$ cat src/rtl/uart_rx_fifo.sv
// Receive byte FIFO between the UART receiver and the command decoder.
// First-word-fall-through head register, occupancy count and sticky overrun flag.
module uart_rx_fifo #(
   parameter int size      = 8,
   parameter int addr_bits = 2
) (
   input  logic                 clk,
   input  logic                 reset,
   input  logic                 wr,
   input  logic [size-1:0]      w_data,
   input  logic                 rd,
   input  logic                 clr_ovr,
   output logic [size-1:0]      r_data,
   output logic                 empty,
   output logic                 full,
   output logic [addr_bits:0]   count,
   output logic                 overrun
);

   localparam int DEPTH = 2 ** addr_bits;
   localparam logic [addr_bits-1:0] PTR_ONE    = addr_bits'(1'b1);
   localparam logic [addr_bits:0]   CNT_ONE    = (addr_bits + 1)'(1'b1);
   localparam logic [addr_bits:0]   CNT_ZERO   = (addr_bits + 1)'(1'b0);
   localparam logic [addr_bits:0]   FULL_COUNT = {1'b1, {addr_bits{1'b0}}};

   logic [size-1:0]      mem_r [0:DEPTH-1];
   logic [addr_bits-1:0] wptr_r;
   logic [addr_bits-1:0] rptr_r;
   logic [addr_bits:0]   count_r;
   logic                 empty_r;
   logic                 full_r;
   logic                 overrun_r;
   logic [size-1:0]      r_data_r;

   logic                 we_s;
   logic                 re_s;
   logic [addr_bits-1:0] wptr_n_s;
   logic [addr_bits-1:0] rptr_n_s;
   logic [addr_bits:0]   count_n_s;
   logic                 empty_n_s;
   logic                 full_n_s;
   logic                 overrun_n_s;
   logic [size-1:0]      head_n_s;

   // Next-state computation for pointers, occupancy, flags and head register
   always_comb begin
      we_s        = wr & (~full_r | rd);
      re_s        = rd & ~empty_r;
      wptr_n_s    = wptr_r;
      rptr_n_s    = rptr_r;
      count_n_s   = count_r;
      head_n_s    = {size{1'b0}};
      overrun_n_s = overrun_r;

      case ({we_s, re_s})
         2'b10: begin
            wptr_n_s  = wptr_r + PTR_ONE;
            count_n_s = count_r + CNT_ONE;
         end
         2'b01: begin
            rptr_n_s  = rptr_r + PTR_ONE;
            count_n_s = count_r - CNT_ONE;
         end
         2'b11: begin
            wptr_n_s  = wptr_r + PTR_ONE;
            rptr_n_s  = rptr_r + PTR_ONE;
         end
         default: begin
            count_n_s = count_r;
         end
      endcase

      empty_n_s = (count_n_s == CNT_ZERO);
      full_n_s  = (count_n_s == FULL_COUNT);

      // The byte being written this edge becomes the head when nothing older remains
      if (empty_n_s) begin
         head_n_s = {size{1'b0}};
      end else if (we_s && (wptr_r == rptr_n_s)) begin
         head_n_s = w_data;
      end else begin
         head_n_s = mem_r[rptr_n_s];
      end

      if (wr && full_r && !rd) begin
         overrun_n_s = 1'b1;
      end else if (clr_ovr) begin
         overrun_n_s = 1'b0;
      end else begin
         overrun_n_s = overrun_r;
      end
   end

   // Control state and registered outputs
   always_ff @(posedge clk or negedge reset) begin
      if (!reset) begin
         wptr_r    <= {addr_bits{1'b0}};
         rptr_r    <= {addr_bits{1'b0}};
         count_r   <= CNT_ZERO;
         empty_r   <= 1'b1;
         full_r    <= 1'b0;
         overrun_r <= 1'b0;
         r_data_r  <= {size{1'b0}};
      end else begin
         wptr_r    <= wptr_n_s;
         rptr_r    <= rptr_n_s;
         count_r   <= count_n_s;
         empty_r   <= empty_n_s;
         full_r    <= full_n_s;
         overrun_r <= overrun_n_s;
         r_data_r  <= head_n_s;
      end
   end

   // Storage array, deliberately without reset
   always_ff @(posedge clk) begin
      if (we_s) begin
         mem_r[wptr_r] <= w_data;
      end
   end

   assign r_data  = r_data_r;
   assign empty   = empty_r;
   assign full    = full_r;
   assign count   = count_r;
   assign overrun = overrun_r;

endmodule

$ cat config.mk
export PLATFORM = sky130hd
export DESIGN_NAME = uart_rx_fifo
export DESIGN_NICKNAME = d
export VERILOG_FILES = /design/src/rtl/uart_rx_fifo.sv
export SDC_FILE = /design/constraint.sdc
export NUM_CORES = 1
export LEC_CHECK = 0
export ABC_AREA = 1
export BUFFER_PORTS_ARGS = -buffer_cell sky130_fd_sc_hd__buf_2
export CORE_MARGIN = 5
export CORE_UTILIZATION = 40
export CTS_CLUSTER_DIAMETER = 40
export DETAILED_ROUTE_END_ITERATION = 12
export HOLD_SLACK_MARGIN = 0.12
export PLACE_DENSITY = 0.63
export SLEW_MARGIN = 20
export SYNTH_ARGS = -nofsm -noshare
export SYNTH_HDL_FRONTEND = slang
export SYNTH_SLANG_ARGS = --single-unit
export TNS_END_PERCENT = 30
$ cat constraint.sdc
create_clock -name clk -period 2.6 [get_ports clk]
set_input_delay 0.13 -clock clk [delete_from_list [all_inputs] [get_ports clk]]
set_output_delay 0.13 -clock clk [all_outputs]
set_load 0.01 [all_outputs]
# Yosys cells after proc, flatten, opt, wreduce, memory -nomap -nowiden

Memories as Yosys holds them, arrays and structs flattened.
Index checks and enable logic that the tools add are counted.

Register bits: 18
Bits in writable memories: 32
Bits of input ports: 13
Output and inout bits: 14
Word-level logic and storage cells: 38
Memories kept: 1

Add/sub/neg operators: 4
Equality and inequality tests: 5
Mux-type cells: 8
Bitwise gates (word level): 5
Reduce and logical (&&, ||, !) cells: 8

Memory list:

| name  | depth | bits a word | rd ports | clocked after Yosys merged registers in | wr ports | RTL line | text |
|---|---|---|---|---|---|---|---|
| mem_r | 4     | 8           | 1        | 0                                       | 1        | 26       | `logic [size-1:0] mem_r [0:DEPTH-1];` |

Operators by type and width:

| cell                                                               | count |
|---|---|
| 8-bit two-way mux                                                  | 2 |
| 3-bit case mux with 2 select lines                                 | 1 |
| 2-bit by 1-bit adder with 2-bit output, second input constant      | 2 |
| 2-bit == test, second input constant                               | 2 |
| 1-bit two-way mux                                                  | 4 |
| 2-bit OR reduction                                                 | 2 |
| 3-bit by 1-bit adder with 3-bit output, second input constant      | 1 |
| 3-bit == test, second input constant                               | 1 |
| 1-bit logical AND                                                  | 3 |
| 3-bit zero test                                                    | 1 |
| 3-bit by 1-bit subtractor with 3-bit output, second input constant | 1 |
| 1-bit AND                                                          | 2 |
| 2-bit by 1-bit == test with 1-bit output, second input constant    | 1 |
| 2-bit == test                                                      | 1 |
| 2-bit two-way mux                                                  | 1 |
| 1-bit inverter                                                     | 2 |
| 2-bit nonzero test                                                 | 1 |
| 1-bit zero test                                                    | 1 |
| 1-bit bitwise OR                                                   | 1 |

# Longest topological paths before layout

Gate-level depths: netlist of the first run.

Depth after elaboration: 10
Gate-level depth with buffers: 12
Depth with buffers taken out: 12

# Worst setup path before layout of the first run

No wires, ideal clock.

Path kind: reg-to-reg
Start: reg empty_r, in the netlist empty
End: reg r_data_r[0], in the netlist r_data[0]
Setup time: 71 ps
Arrival time: 2191 ps
Required time: 2529 ps
Path slack: 338 ps
Cell stages (with the launch flop): 13
Buffers on the path: 0
Clock period less this slack: 2262 ps
Path through: dfstp_2 -> inv_1 -> nand2_2 -> inv_1 -> ha_1 -> fa_1 -> or2_2 -> nand2_1 -> xor2_1 -> inv_1 -> nand2_2 -> nand2_1 -> nor2_1

Elaborated cells on any way between the ends: 14
Those cells by class: 4 x eq/ne; 4 x mux; 2 x bitwise; 3 x reduce/logical; 1 x memory

RTL lines:

| element                                                                   | RTL line | text |
|---|---|---|
| start: declaration                                                        | 30       | `logic empty_r;` |
| start signal: assignment                                                  | 108      | `empty_r <= empty_n_s;` |
| 1-bit inverter *                                                          | 48       | `re_s = rd & ~empty_r;` |
| 1-bit AND *                                                               | 48       |  |
| 2-bit by 1-bit == test with 1-bit output or 2-bit == test (tied branches) | 55       | `case ({we_s, re_s})` |
| 3-bit case mux with 2 select lines *                                      | 55       |  |
| net count_n_s[2]                                                          | 39       | `logic [addr_bits:0] count_n_s;` |
| 3-bit zero test *                                                         | 73       | `empty_n_s = (count_n_s == CNT_ZERO);` |
| 8-bit two-way mux *                                                       | 77       | `if (empty_n_s) begin` |
| net head_n_s[0]                                                           | 43       | `logic [size-1:0] head_n_s;` |
| end signal: assignment                                                    | 103      | `r_data_r <= {size{1'b0}};` |
| end signal: assignment                                                    | 111      | `r_data_r <= head_n_s;` |
| end: declaration                                                          | 33       | `logic [size-1:0] r_data_r;` |

The timed path passes the listed nets; every way through them passes the cells marked *.
A chain may end at the register's enable or synchronous reset.

# Final worst setup path of the first run

Start: reg empty_r, in the netlist empty
End: reg r_data_r[7], in the netlist r_data[7]

The elaborated chain is that of the path after synthesis.

==> results of run 1 <==
-- what timing repair did --
item,in CTS,in global routing
hold buffers,11,0
setup buffers,0,0
endpoints found under the setup margin,0,8
gates resized for setup,0,2
hold endpoints to repair,51,0
-- registers in the layout, indices dropped and copies added (netlist names) --
name     cells
mem_r       32
r_data       8
count        3
rptr_r       2
wptr_r       2
empty        1
full         1
overrun      1
-- final cells by class --
cell class,instances,area [sq um],share of cell area
Sequential cell,50,1413,0.5009
Multi-Input combinational cell,136,795.8,0.2822
Timing Repair Buffer,41,270.3,0.09583
Inverter,42,157.7,0.05590
Tap cell,75,93.84,0.03327
Clock buffer,5,68.82,0.02440
Clock inverter,3,21.27,0.007542
-- how the worst max path moves through the flow --
stage / startpoint / end / slack, ns / cells past startpoint
floorplan: empty / r_data[0] / 0.34 / 12
global placement: empty / r_data[6] / 0.22 / 12
detailed placement: empty / r_data[1] / 0.15 / 12
CTS: empty / r_data[2] / 0.11 / 12
global route: empty / r_data[4] / 0.04 / 12
finish: empty / r_data[7] / 0.19 / 12
-- critical path, delay by kind of cell (launching register included) --
kind / cells / cell delay, ns
AND/OR/NAND/NOR: 6 / 0.77
adder cells (fa/ha/maj): 2 / 0.61
flip-flops: 1 / 0.54
buffers and inverters: 3 / 0.25
XOR/XNOR: 1 / 0.17
-- per-stage QoR --
stage / cell area [sq um] / std cells / power [uW] / setup WS, ns / util
2_1_floorplan: 2386 / 232 / 2132 / 0.3378 / -
3_5_place_dp: 2608 / 333 / 2514 / 0.1515 / 0.4457
5_1_grt: 2820 / 352 / 3213 / 0.04184 / 0.4820
6_report: 2820 / 352 / 2964 / 0.1858 / 0.4820
4_1_cts: 2808 / 352 / 2983 / 0.1133 / 0.4799
3_3_place_gp: 2608 / 333 / 2484 / 0.2194 / 0.4457
-- per-layer routing --
layer	share of wire	wire, microns
met3	0.060	282
met5	0	0
met2	0.49	2312
met4	0.010	48
met1	0.44	2074
-- power by group --
group	internal, uW	leakage (uW)	switching, uW
sequential	1090	0.000508	98.6
clock	190	0.0000458	263
combinational	470	0.000787	853
-- cell families after synthesis --
kind of cell / after synthesis / synth area share
AO/OA/AOI/OAI: 5 / 0.01468
adder cells (fa/ha/maj): 8 / 0.04510
AND/OR/NAND/NOR: 119 / 0.2527
multiplexers: 1 / 0.004719
XOR/XNOR: 3 / 0.01101
flip-flops: 50 / 0.5920
buffers and inverters: 46 / 0.07971
-- cells in the final DEF, fill, tap and decap left out, drive strengths merged --
cell type | netlist | layout
nand2 | 44 | 44
inv | 42 | 42
edfxtp | 32 | 32
nand3 | 30 | 30
buf | 4 | 30
nor2 | 25 | 25
dfrtp | 17 | 17
nand3b | 16 | 16
dlygate4sd3 | 0 | 11
ha | 7 | 7
clkbuf | 0 | 5
a21oi | 3 | 3
clkinv | 0 | 3
xor2 | 2 | 2
nand4 | 2 | 2
a21boi | 1 | 1
xnor2 | 1 | 1
mux2 | 1 | 1
or2 | 1 | 1
nor3 | 1 | 1
o21ai | 1 | 1
fa | 1 | 1
dfstp | 1 | 1
==> impl_metrics.yaml, run 1 <==
status:
  status: "finished, final reports clean"
cts:
  htree_levels: 2
  cts_root_buf: "clkbuf_8"
  path_clk_slew_ns: 0.09
  cts_buffers: 5
  clock_path_buffers: 2
  insertion_delay_ns: 0.31
  cts_sinks: 50
  cts_tree: "built"
power:
  powerDensity_nw_per_um2: 1051
  irDropWorstVdd_uv: 418.1
  p_leak_uw: 0.001341
layout:
  drive_gt1_frac: 0.1913
  syn2layout_area_growth_pct: 18.20
  diodes: 0
  fillers: 551
  nNetsFinal: 297
sta:
  skew_ns: 0.006893
  fin_setup_tns_ns: 0
  slew_headroom: 0.6622
  setup_viol: 0
  max_freq_mhz: 414.2
  worst_slew_pin_slew_ns: 0.5062
  finalHoldViolations: 0
  maxSlewViolCount: 0
  fin_crit_ns: 2.414
  min_period_over_period: 0.9285
  rsz0062_at_grt: "no"
  hold_ws_ns: 0.2735
yosys:
  syn_avg_cell_area_sq_um: 10.28
  synth-seq-cells: 50
  yosysUniqueCellTypes: 27
  syn-cell-area_sq_um: 2386
  synth_edf_count: 32
  ys_top_cells_by_count: "inv_1 (41), nand2_1 (38), edfxtp_1 (32)"
  synthesis.nets: 253
  synth_top_area_frac: 0.4027
  yosysWarnings: 0
  synth.area.top_cells: "edfxtp_1 (40%), dfrtp_1 (18%), inv_1 (6.4%), nand2_1 (6.0%), nand3_1 (5.9%)"
  synth.most_common_cell: "inv_1"
  ys.flop_type: "edfxtp_1"
  syn_inst: 232
  ys_seq_area_frac: 0.5920
  synth_top_area_cell: "edfxtp_1"
  ys_async_sr_fraction: 0.3600
floorplanning:
  die_h_microns: 87.24
  die_area_sq_um: 7610
  start_util: 0.4078
  num_rows: 28
  die_w_microns: 87.24
  io_pins: 27
  core_area_sq_um: 5851
global_route:
  top_usage_layer: "met2"
  globalRouteTotalUtil: 0.1360
  overflow: 0
  antenna_found_initial: 0
  grtUsageMet2: 0.2243
  met1_usage: 0.1779
  grt_pass1_wl_microns: 7734
  grt_max_degree: 22
  grt_pass1_vias: 1588
  use_met3: 0.03122
drt:
  drtIter0Drc: 99
  wl_per_cell_microns: 13.40
  ant_nets: 0
  route.detailed.drc: 0
  firstDrtPassIters: 4
  vias: 1625
  viasPerCell: 4.616
  routed_wl_microns: 4718
worst_setup_path:
  crit_type: "register to register"
  cp_max_fo: 9
  crit_path_frequent_cell: "inv_1"
  cp_slowest_cell: "dfstp_2"
  reg2reg_to: "r_data[7]"
  r2r-start: "empty"
  r2r_slack_ns: 0.19
  cp-start-kind: "register"
  cp_data_arrival_time_ns: 2.65
  rr_worst_depth: 12
  crit_path_end_kind: "register"
  path_cells: "inv_1 -> nand2_2 -> inv_1 -> ha_1 -> fa_1 -> or2_2 -> nand2_1 -> xor2_1 -> inv_1 -> nand2_4 -> nand2_1 -> nor2_1"
  max_stage_delay_ns: 0.54
  critPathRequiredTime_ns: 2.84
run:
  cap_violations: 0
placement:
  portBuffers: 26
  gp_congestion: 0.7620
  dp_hpwl_microns: 3114
worst_hold_path:
  hp-class: "primary input to asynchronous set/reset pin"
Note: power is estimated with default switching activity, not from simulation.
==> run 2: changes to the inputs <==
--- a/config.mk
+++ b/config.mk
@@ -5,7 +5,6 @@
 export SDC_FILE = /design/constraint.sdc
 export NUM_CORES = 1
 export LEC_CHECK = 0
-export ABC_AREA = 1
 export BUFFER_PORTS_ARGS = -buffer_cell sky130_fd_sc_hd__buf_2
 export CORE_MARGIN = 5
 export CORE_UTILIZATION = 40
@@ -13,7 +12,7 @@
 export DETAILED_ROUTE_END_ITERATION = 12
 export HOLD_SLACK_MARGIN = 0.12
 export PLACE_DENSITY = 0.63
-export SLEW_MARGIN = 20
+export SLEW_MARGIN = 0
 export SYNTH_ARGS = -nofsm -noshare
 export SYNTH_HDL_FRONTEND = slang
 export SYNTH_SLANG_ARGS = --single-unit
==> run 2 against run 1 <==
Non-clock buffer count is 1 higher. Count of clock-buffer cells in the layout is 1 higher. Synthesized cell count is 16% lower. Flip-flop and latch count stayed put. Setup slack better by 0.043 ns. Routed wire length is 4.2% higher. Combinational power is 12% higher. Total power is 8.1% higher. Cell count is 13% lower. Critical path depth is 3 lower. Global-route usage is 0.36 points higher. Critical endpoint unchanged. Largest cell class unchanged. Largest power group unchanged. Highest routed layer unchanged.
==> impl_metrics.yaml, run 2 <==
cts:
  cts_buffers: 5
  cts_root_buf: "clkbuf_8"
  cts_tree: "built"
  cts_sinks: 50
  clock_path_buffers: 2
  path_clk_slew_ns: 0.09
  insertion_delay_ns: 0.30
  holdBufCountCts: 11
  htree_levels: 2
  post_cts_buffers: 0
  cts_resized: 0
layout:
  syn2layout_area_growth_pct: 14.58
  nNetsFinal: 250
  final_util: 0.4631
  largest_register_ff_count: 32
  stdcell_area_sq_um: 2890
  final_common_cell: "edfxtp_1"
  diodes: 0
  drive_gt1_frac: 0.2609
  fillers: 565
  regMostFlops: "mem_r"
  final_cell_mix: "edfxtp_1 (32), buf_2 (26), dfrtp_1 (17)"
sta:
  worst_slew_pin_slew_ns: 0.6319
  fin_crit_ns: 2.372
  min_period_over_period: 0.9122
  slew_headroom: 0.5788
  setup_viol: 0
  finalHoldViolations: 0
  fin_ws_ns: 0.2283
  fin_setup_tns_ns: 0
  skew_ns: 0.003954
  max_freq_mhz: 421.6
  maxSlewViolCount: 0
  rsz0062_at_grt: "no"
floorplanning:
  die_w_microns: 89.41
  die_area_sq_um: 7994
  io_pins: 27
  core_area_sq_um: 6241
  die_h_microns: 89.41
  start_util: 0.4042
  num_rows: 29
power:
  powerDensity_nw_per_um2: 1108
  irDropWorstVdd_uv: 503.5
  p_leak_uw: 0.001099
yosys:
  ys_async_sr_fraction: 0.3600
  synthesis.nets: 215
  syn_avg_cell_area_sq_um: 13.00
  syn-cell-area_sq_um: 2522
  yosysWarnings: 0
  synth-seq-cells: 50
  synth.area.top_cells: "edfxtp_1 (38%), dfrtp_1 (17%), a221oi_2 (4.8%), ha_1 (3.5%), mux2i_1 (3.2%)"
  yosysUniqueCellTypes: 37
  synth_top_area_frac: 0.3810
  ys.flop_type: "edfxtp_1"
  ys_top_cells_by_count: "edfxtp_1 (32), dfrtp_1 (17), nor3_1 (14)"
  synth_top_area_cell: "edfxtp_1"
  ys_seq_area_frac: 0.5600
  synth_edf_count: 32
  syn_inst: 194
  synth.most_common_cell: "edfxtp_1"
worst_setup_path:
  cp_top_family: "simple AND/OR/NAND/NOR gates"
  critPathRequiredTime_ns: 2.75
  rr_worst_depth: 9
  cp.buffers_inverters: 0
  r2r-start: "full"
  crit_path_end_kind: "register"
  cp-start-kind: "register"
  r2r_slack_ns: 0.23
  cp_data_arrival_time_ns: 2.52
  cp_max_fo: 9
  cp.depth: 9
  cp_slowest_cell: "nor2_2"
  path_cells: "nand2b_1 -> nand2_1 -> ha_1 -> fa_1 -> xnor2_1 -> nor2_1 -> xor2_1 -> nor2_2 -> a221oi_2"
  crit_type: "register to register"
  max_stage_delay_ns: 0.52
  reg2reg_to: "r_data[7]"
global_route:
  use_met3: 0.02765
  globalRouteTotalUtil: 0.1397
  grt_pass1_wl_microns: 8273
  overflow: 0
  top_usage_layer: "met2"
  antenna_found_initial: 0
  met1_usage: 0.1827
  grt_pass1_vias: 1634
  grtUsageMet2: 0.2304
  grt_max_degree: 29
placement:
  dpl_worst_slack_ns: 0.2632
  post_dp_cell_area_sq_um: 2690
  portBuffers: 26
  dp_hpwl_microns: 3241
  gp_congestion: 0.7376
status:
  status: "finished, final reports clean"
drt:
  vias: 1629
  wl_per_cell_microns: 16.02
  viasPerCell: 5.306
  route.detailed.drc: 0
  drtIter0Drc: 50
  routed_wl_microns: 4917
  firstDrtPassIters: 4
  ant_nets: 0
run:
  cap_violations: 0
worst_hold_path:
  hp-class: "primary input to asynchronous set/reset pin"
## run 2: worst max path at each step
stage           from        end
6_report        full  r_data[7]
2_1_floorplan  empty  r_data[0]
4_1_cts         full  r_data[7]
3_5_place_dp    full  r_data[4]
3_3_place_gp    full  r_data[2]
5_1_grt         full  r_data[7]
## run 2: layer usage
layer  wire [microns]  share of wire  up-vias
li1                 -              -      794
met2             2459           0.50       31
met3              188          0.038        6
met1             2196           0.45      798
met4               73          0.015        0
met5                0              0        -
## run 2: worst register-to-register path: stages, from the launching register on
cell and delay, ns:
dfrtp_1 0.38, nand2b_1 0.16, nand2_1 0.10, ha_1 0.22, fa_1 0.38, xnor2_1 0.15, nor2_1 0.07, xor2_1 0.17
nor2_2 0.52, a221oi_2 0.07
## run 2: area by class of cell
type	instances	area, sq um	share of cell area
flip-flops and latches	50	1413	0.4887
multi-input cells	123	984.7	0.3407
repair buffers	42	277.8	0.09610
well taps	77	96.34	0.03333
clock buffers	6	82.58	0.02857
inverters	7	28.78	0.009957
clock inverters	2	7.507	0.002597
## run 2: kinds of logic (layout without fill, tap and decap cells)
kind of cell / count (synthesis) / in the layout / synth area share
AND/OR/NAND/NOR: 48 / 48 / 0.1136
XOR/XNOR: 8 / 8 / 0.03076
flip-flops: 50 / 50 / 0.5600
buffers and inverters: 21 / 57 / 0.04960
multiplexers: 12 / 12 / 0.05853
adder cells (fa/ha/maj): 8 / 8 / 0.04266
AO/OA/AOI/OAI: 47 / 47 / 0.1448
## run 2: metrics by stage
| stage | hold WS [ns] | total power (uW) | cells |
|---|---|---|---|
| floorplan | -0.1656 | 2442 | 194 |
| global route | 0.3297 | 3470 | 307 |
| CTS | 0.3104 | 3242 | 307 |
| detailed placement | 0.09685 | 2772 | 288 |
| global placement | 0.09709 | 2746 | 288 |
| finish | 0.2922 | 3204 | 307 |
## run 2: power by group
| part | total (uW) | switching, uW | internal (uW) |
|---|---|---|---|
| Combinational | 1480 | 821 | 656 |
| Sequential | 1270 | 175 | 1100 |
| Clock | 453 | 243 | 210 |
| Total | 3200 | 1240 | 1960 |
